File: src/rtl/rtc_bcd_clock.sv
// rtl/rtc_bcd_clock.sv - 24-hour BCD real-time clock with seconds prescaler, 12/24h display, validated load and daily alarm
module rtc_bcd_clock #(
  parameter int TICK_DIV = 50_000_000
) (
  input  logic        clk,
  input  logic        rst,
  input  logic        en,
  input  logic        mode12,
  input  logic        load,
  input  logic [23:0] set_time,
  input  logic        alarm_en,
  input  logic [15:0] alarm_time,
  output logic [3:0]  ms_hr,
  output logic [3:0]  ls_hr,
  output logic [3:0]  ms_min,
  output logic [3:0]  ls_min,
  output logic [3:0]  ms_sec,
  output logic [3:0]  ls_sec,
  output logic        pm,
  output logic        sec_tick,
  output logic        alarm,
  output logic        load_err
);

  localparam int CW = (TICK_DIV > 1) ? $clog2(TICK_DIV) : 1;
  localparam logic [CW-1:0] CNT_MAX = CW'(TICK_DIV - 1);

  logic [CW-1:0] cnt;
  logic [3:0] h_t, h_u, m_t, m_u, s_t, s_u;
  logic [3:0] n_ht, n_hu, n_mt, n_mu, n_st, n_su;
  logic       tick, set_ok;
  logic [4:0] hr_bin;
  logic [3:0] h12;

  assign tick = en && (cnt == CNT_MAX);

  assign set_ok = (set_time[3:0]   <= 4'd9) && (set_time[7:4]   <= 4'd5) &&
                  (set_time[11:8]  <= 4'd9) && (set_time[15:12] <= 4'd5) &&
                  (set_time[19:16] <= 4'd9) && (set_time[23:20] <= 4'd2) &&
                  !((set_time[23:20] == 4'd2) && (set_time[19:16] > 4'd3));

  // One-second increment: each digit only moves when every lower digit wraps.
  always_comb begin
    n_ht = h_t; n_hu = h_u; n_mt = m_t; n_mu = m_u; n_st = s_t; n_su = s_u;
    if (s_u != 4'd9) n_su = s_u + 4'd1;
    else begin
      n_su = 4'd0;
      if (s_t != 4'd5) n_st = s_t + 4'd1;
      else begin
        n_st = 4'd0;
        if (m_u != 4'd9) n_mu = m_u + 4'd1;
        else begin
          n_mu = 4'd0;
          if (m_t != 4'd5) n_mt = m_t + 4'd1;
          else begin
            n_mt = 4'd0;
            if (h_t == 4'd2 && h_u == 4'd3) begin
              n_ht = 4'd0; n_hu = 4'd0;
            end else if (h_u == 4'd9) begin
              n_ht = h_t + 4'd1; n_hu = 4'd0;
            end else begin
              n_hu = h_u + 4'd1;
            end
          end
        end
      end
    end
  end

  always_ff @(posedge clk or negedge rst) begin
    if (!rst) begin
      cnt <= '0;
      h_t <= 4'd0; h_u <= 4'd0; m_t <= 4'd0; m_u <= 4'd0; s_t <= 4'd0; s_u <= 4'd0;
      sec_tick <= 1'b0;
      alarm    <= 1'b0;
      load_err <= 1'b0;
    end else begin
      sec_tick <= 1'b0;
      alarm    <= 1'b0;
      load_err <= 1'b0;
      if (load) begin
        if (set_ok) begin
          {h_t, h_u, m_t, m_u, s_t, s_u} <= set_time;
          cnt <= '0;
        end else begin
          load_err <= 1'b1;
        end
      end else if (tick) begin
        cnt <= '0;
        {h_t, h_u, m_t, m_u, s_t, s_u} <= {n_ht, n_hu, n_mt, n_mu, n_st, n_su};
        sec_tick <= 1'b1;
        alarm <= alarm_en && ({n_ht, n_hu, n_mt, n_mu} == alarm_time) &&
                 (n_st == 4'd0) && (n_su == 4'd0);
      end else if (en) begin
        cnt <= cnt + 1'b1;
      end
    end
  end

  assign hr_bin = 5'({1'b0, h_t} * 5'd10) + {1'b0, h_u};
  assign h12    = 4'(hr_bin - 5'd12);
  assign pm     = (hr_bin >= 5'd12);

  always_comb begin
    ms_hr = h_t;
    ls_hr = h_u;
    if (mode12) begin
      if (hr_bin == 5'd0) begin
        ms_hr = 4'd1; ls_hr = 4'd2;
      end else if (hr_bin > 5'd12) begin
        if (h12 >= 4'd10) begin
          ms_hr = 4'd1; ls_hr = h12 - 4'd10;
        end else begin
          ms_hr = 4'd0; ls_hr = h12;
        end
      end
    end
  end

  assign ms_min = m_t;
  assign ls_min = m_u;
  assign ms_sec = s_t;
  assign ls_sec = s_u;

endmodule

File: config.mk
export PLATFORM = sky130hd
export DESIGN_NAME = rtc_bcd_clock
export DESIGN_NICKNAME = d
export VERILOG_FILES = /design/src/rtl/rtc_bcd_clock.sv
export SDC_FILE = /design/constraint.sdc
export NUM_CORES = 1
export LEC_CHECK = 0
export BUFFER_PORTS_ARGS = -buffer_cell sky130_fd_sc_hd__buf_4
export CORE_MARGIN = 3
export CORE_UTILIZATION = 45
export CTS_CLUSTER_DIAMETER = 30
export CTS_CLUSTER_SIZE = 10
export DETAILED_ROUTE_END_ITERATION = 7
export PLACE_DENSITY = 0.68
export SLEW_MARGIN = 20
export SYNTH_ARGS = -nofsm -noshare
export SYNTH_HDL_FRONTEND = slang
export SYNTH_SLANG_ARGS = --single-unit
export TNS_END_PERCENT = 100
File: constraint.sdc
create_clock -name clk -period 5.85 [get_ports clk]
set_input_delay 1.17 -clock clk [delete_from_list [all_inputs] [get_ports clk]]
set_output_delay 1.17 -clock clk [all_outputs]
set_load 0.03 [all_outputs]
==> summary.md <==
| Metric | Value |
|---|---|
| VDD IR max | `around 0.12 mV` |
| Post-synth top flop | `dfrtp_1` |
| Worst Path Required | `approximately 4700 ps` |
| First-pass GRT wire length | `approximately 19000 um` |
| IO Pins | `74` |
| Area Growth Syn to Fin | `16.7%` |
| Endpoints failing setup | `0` |
| Critical path's largest stage delay | `around 500 ps` |
| Pin count of the biggest net entering global routing | `54` |
| R2r setup slk | `roughly 2700 ps` |
| Worst-margin pin slew | `about 730 ps` |
| Dominant cells by area after synthesis | `dfrtp_1 (32%), o21ai_0 (5.9%), ha_1 (5.7%)` |
| Skew final | `10.8 ps` |
| Setup_tns | `0 ps` |
| CP arrival | `about 3300 ps` |
| GP Congestion | `just under 0.9` |
| CTS tree | `done` |
| Synthesized flop and latch total | `between 50 and 60` |
| DR WL/cell | `about 18 um` |
| Setup bufs post-CTS | `0` |
| Synth cell types | `66` |
| Fin. Hold Viols | `0` |
| Hold Buf Count CTS | `0` |
| Number of buffers created by CTS | `5` |
| CP startpoint kind | `flip-flop` |
| Clk_lat worst skew | `about 320 ps` |
| Initial Utilization | `0.470` |
| Hold_ws | `a little over 500 ps` |
| Unrepaired setup endpoints after global routing | `no` |
| Vias per cell | `between 6 and 7` |
| Die Ht | `102 um` |
| Core area | `about 9000 um2` |
| Die area | `about 10000 um2` |
| Final Slew Violations | `0` |
| Most used cell, CP | `ha_1` |
| GR Overflow Total | `0` |
| Antenna Nets Post-Route | `0` |
| Vias in the first global route | `3848` |
| Syn_area_per_cell | `~8.1 um2` |
| Pre-Repair DR Iteration Count | `5` |
| All-Layer GR Usage | `0.230` |
| Pleak | `about 0.0021 uW` |
| Final period util | `0.760` |
| Worst-path maximum fanout | `10` |
| CTS Root Cell | `clkbuf_8` |
| Slew HR | `0.509` |
| Fmax | `225 MHz` |
| PD cells | `about 240 nW/um2` |
| Tightest Hold Check Type | `flip-flop to flip-flop` |
| DIE WIDTH | `between 100 and 150 um` |
| Post-CTS Resized | `0` |
| Nets | `between 600 and 700` |
| Post-synth EDFFs | `0` |
| Mapped Cells | `between 500 and 600` |
| Clock slew at reported path FFs | `between 100 and 150 ps` |
| Routed via count | `~4.1k` |
| Critical-path top delay cell | `dfrtp_1` |
| Hpwl dp | `~9000 um` |
| Synthesized area | `roughly 4200 um2` |
| Most common cell after layout, fill and taps aside | `buf_4` |
| R2r worst-path depth | `8` |
| Net Count, Synth | `between 500 and 600` |
| Port bufs | `73` |
| Clock Path Buffers | `2` |
| Residual DRC | `0` |
| Worst Hold Depth | `1` |
| Commonest non-fill, non-tap cells in the layout | `buf_4 (76), dfrtp_1 (53), nand2_1 (49), o21ai_0 (49), nor2_1 (41)` |
| CP endpoint kind | `primary output` |
| Initial drt markers | `~180` |
| Final Critical Period | `around 4400 ps` |
| Initial antenna violation count | `0` |
| Ys async rst share | `1.00` |
| CTS Sinks | `53` |
| Fraction of layout cells with a size suffix above 1 | `0.171` |
| Synth warnings | `0` |
| Worst Setup Path Type | `flip-flop to primary output` |
| H-Tree Depth | `2` |
| Antenna cells | `0` |
| Worst-path cell chain | `ha_1 > fa_1 > xor2_1 > ha_1 > nand2_1 > o21ai_0 > nor2b_1 > xnor2_1 > o22ai_1 > buf_4` |
| Status | `finished clean` |
| Sequential cell area fraction in the yosys report | `0.319` |
| Row count | `34` |
| Leading area contributor after synthesis | `dfrtp_1` |
| Final WL | `approximately 12000 um` |
| Max-cap viol count | `0` |
| Area share of the largest cell type after synthesis | `0.319` |
critical path, delay by kind of cell, from the launching register on:
| family | cells | cell delay, ps |
|---|---|---|
| adder cells (fa/ha/maj) | 3 | 920 |
| AND/OR/NAND/NOR | 2 | 290 |
| buffers and inverters | 1 | 190 |
| AO/OA/AOI/OAI | 2 | 520 |
| flip-flops | 1 | 500 |
| XOR/XNOR | 2 | 540 |
area by class of cell:
cell class,instances,area [um2]
fill,816,3990
multi-input combinational,414,2660
sequential,53,1330
timing repair buffer,76,571
tap,108,135
clock buffer,6,82.6
inverter,17,63.8
clock inverter,2,16.3
per-layer routing:
layer | track usage | up-vias | part of all wire
li1 | - | 2004 | -
met1 | 0.313 | 1973 | 0.43
met2 | 0.368 | 140 | 0.48
met3 | 0.0321 | 23 | 0.061
met4 | 0.0938 | 0 | 0.026
met5 | 0 | - | 0
power by group:
| group | internal, uW | switching (uW) | total, uW |
|---|---|---|---|
| clock network | 98.0 | 141 | 239 |
| logic | 202 | 288 | 490 |
| registers | 393 | 65.7 | 459 |
cell families (layout without fill, tap and decap cells):
family	count (synthesis)	after routing	synth area share
XOR/XNOR	35	35	0.0736
adder cells (fa/ha/maj)	20	20	0.0619
AO/OA/AOI/OAI	142	142	0.213
multiplexers	7	7	0.0171
AND/OR/NAND/NOR	210	210	0.274
flip-flops	53	53	0.319
buffers and inverters	44	101	0.0415
flip-flops by register name (all words and copies together) (netlist names):
register	count
alarm	1
cnt	26
h_t	4
h_u	4
load_err	1
ls_min	4
ls_sec	4
ms_min	4
ms_sec	4
sec_tick	1
cells in the mapped netlist (all sizes together) (2+ instances only):
cell,instances
nor2b,7
nor4b,3
mux2i,6
ha,19
inv,17
nand3,27
a21o,3
and4bb,3
nand2b,2
a21boi,2
o41ai,3
nand4bb,2
o32ai,2
and3,8
a21oi,35
o31ai,6
or3,6
xnor2,16
or4,3
nand4,13
nor3b,2
and2,4
nand3b,5
a31oi,5
nor3,13
and3b,2
nor4bb,2
dfrtp,53
a22oi,10
clkbuf,21
o211ai,3
o21ai,50
o22ai,6
and4,3
o22a,2
nor4,12
xor2,19
buf,6
o21a,3
nor2,41
nand2,49
metrics by stage:
stage                util  cells  area, um2  setup WS [ps]  total power [uW]
finish              0.549    676       4860           1400              1190
global route        0.549    676       4860           1240              1260
CTS                 0.549    676       4860           1420              1190
detailed placement  0.538    668       4760           1790               953
global placement    0.538    668       4760           1920               941
floorplan               -    511       4160           1920               783
path summary, 6_finish.rpt:
path / to / start
hold reg to reg: cnt[0] / cnt[0]
hold / removal: cnt[0] / cnt[0]
setup reg to reg: alarm / ms_min[0]
min in group asynchronous: h_u[1] / rst
max in group asynchronous: cnt[16] / rst
setup / recovery: ls_hr[3] / h_t[0]
Power figures use the tool's default switching activity.
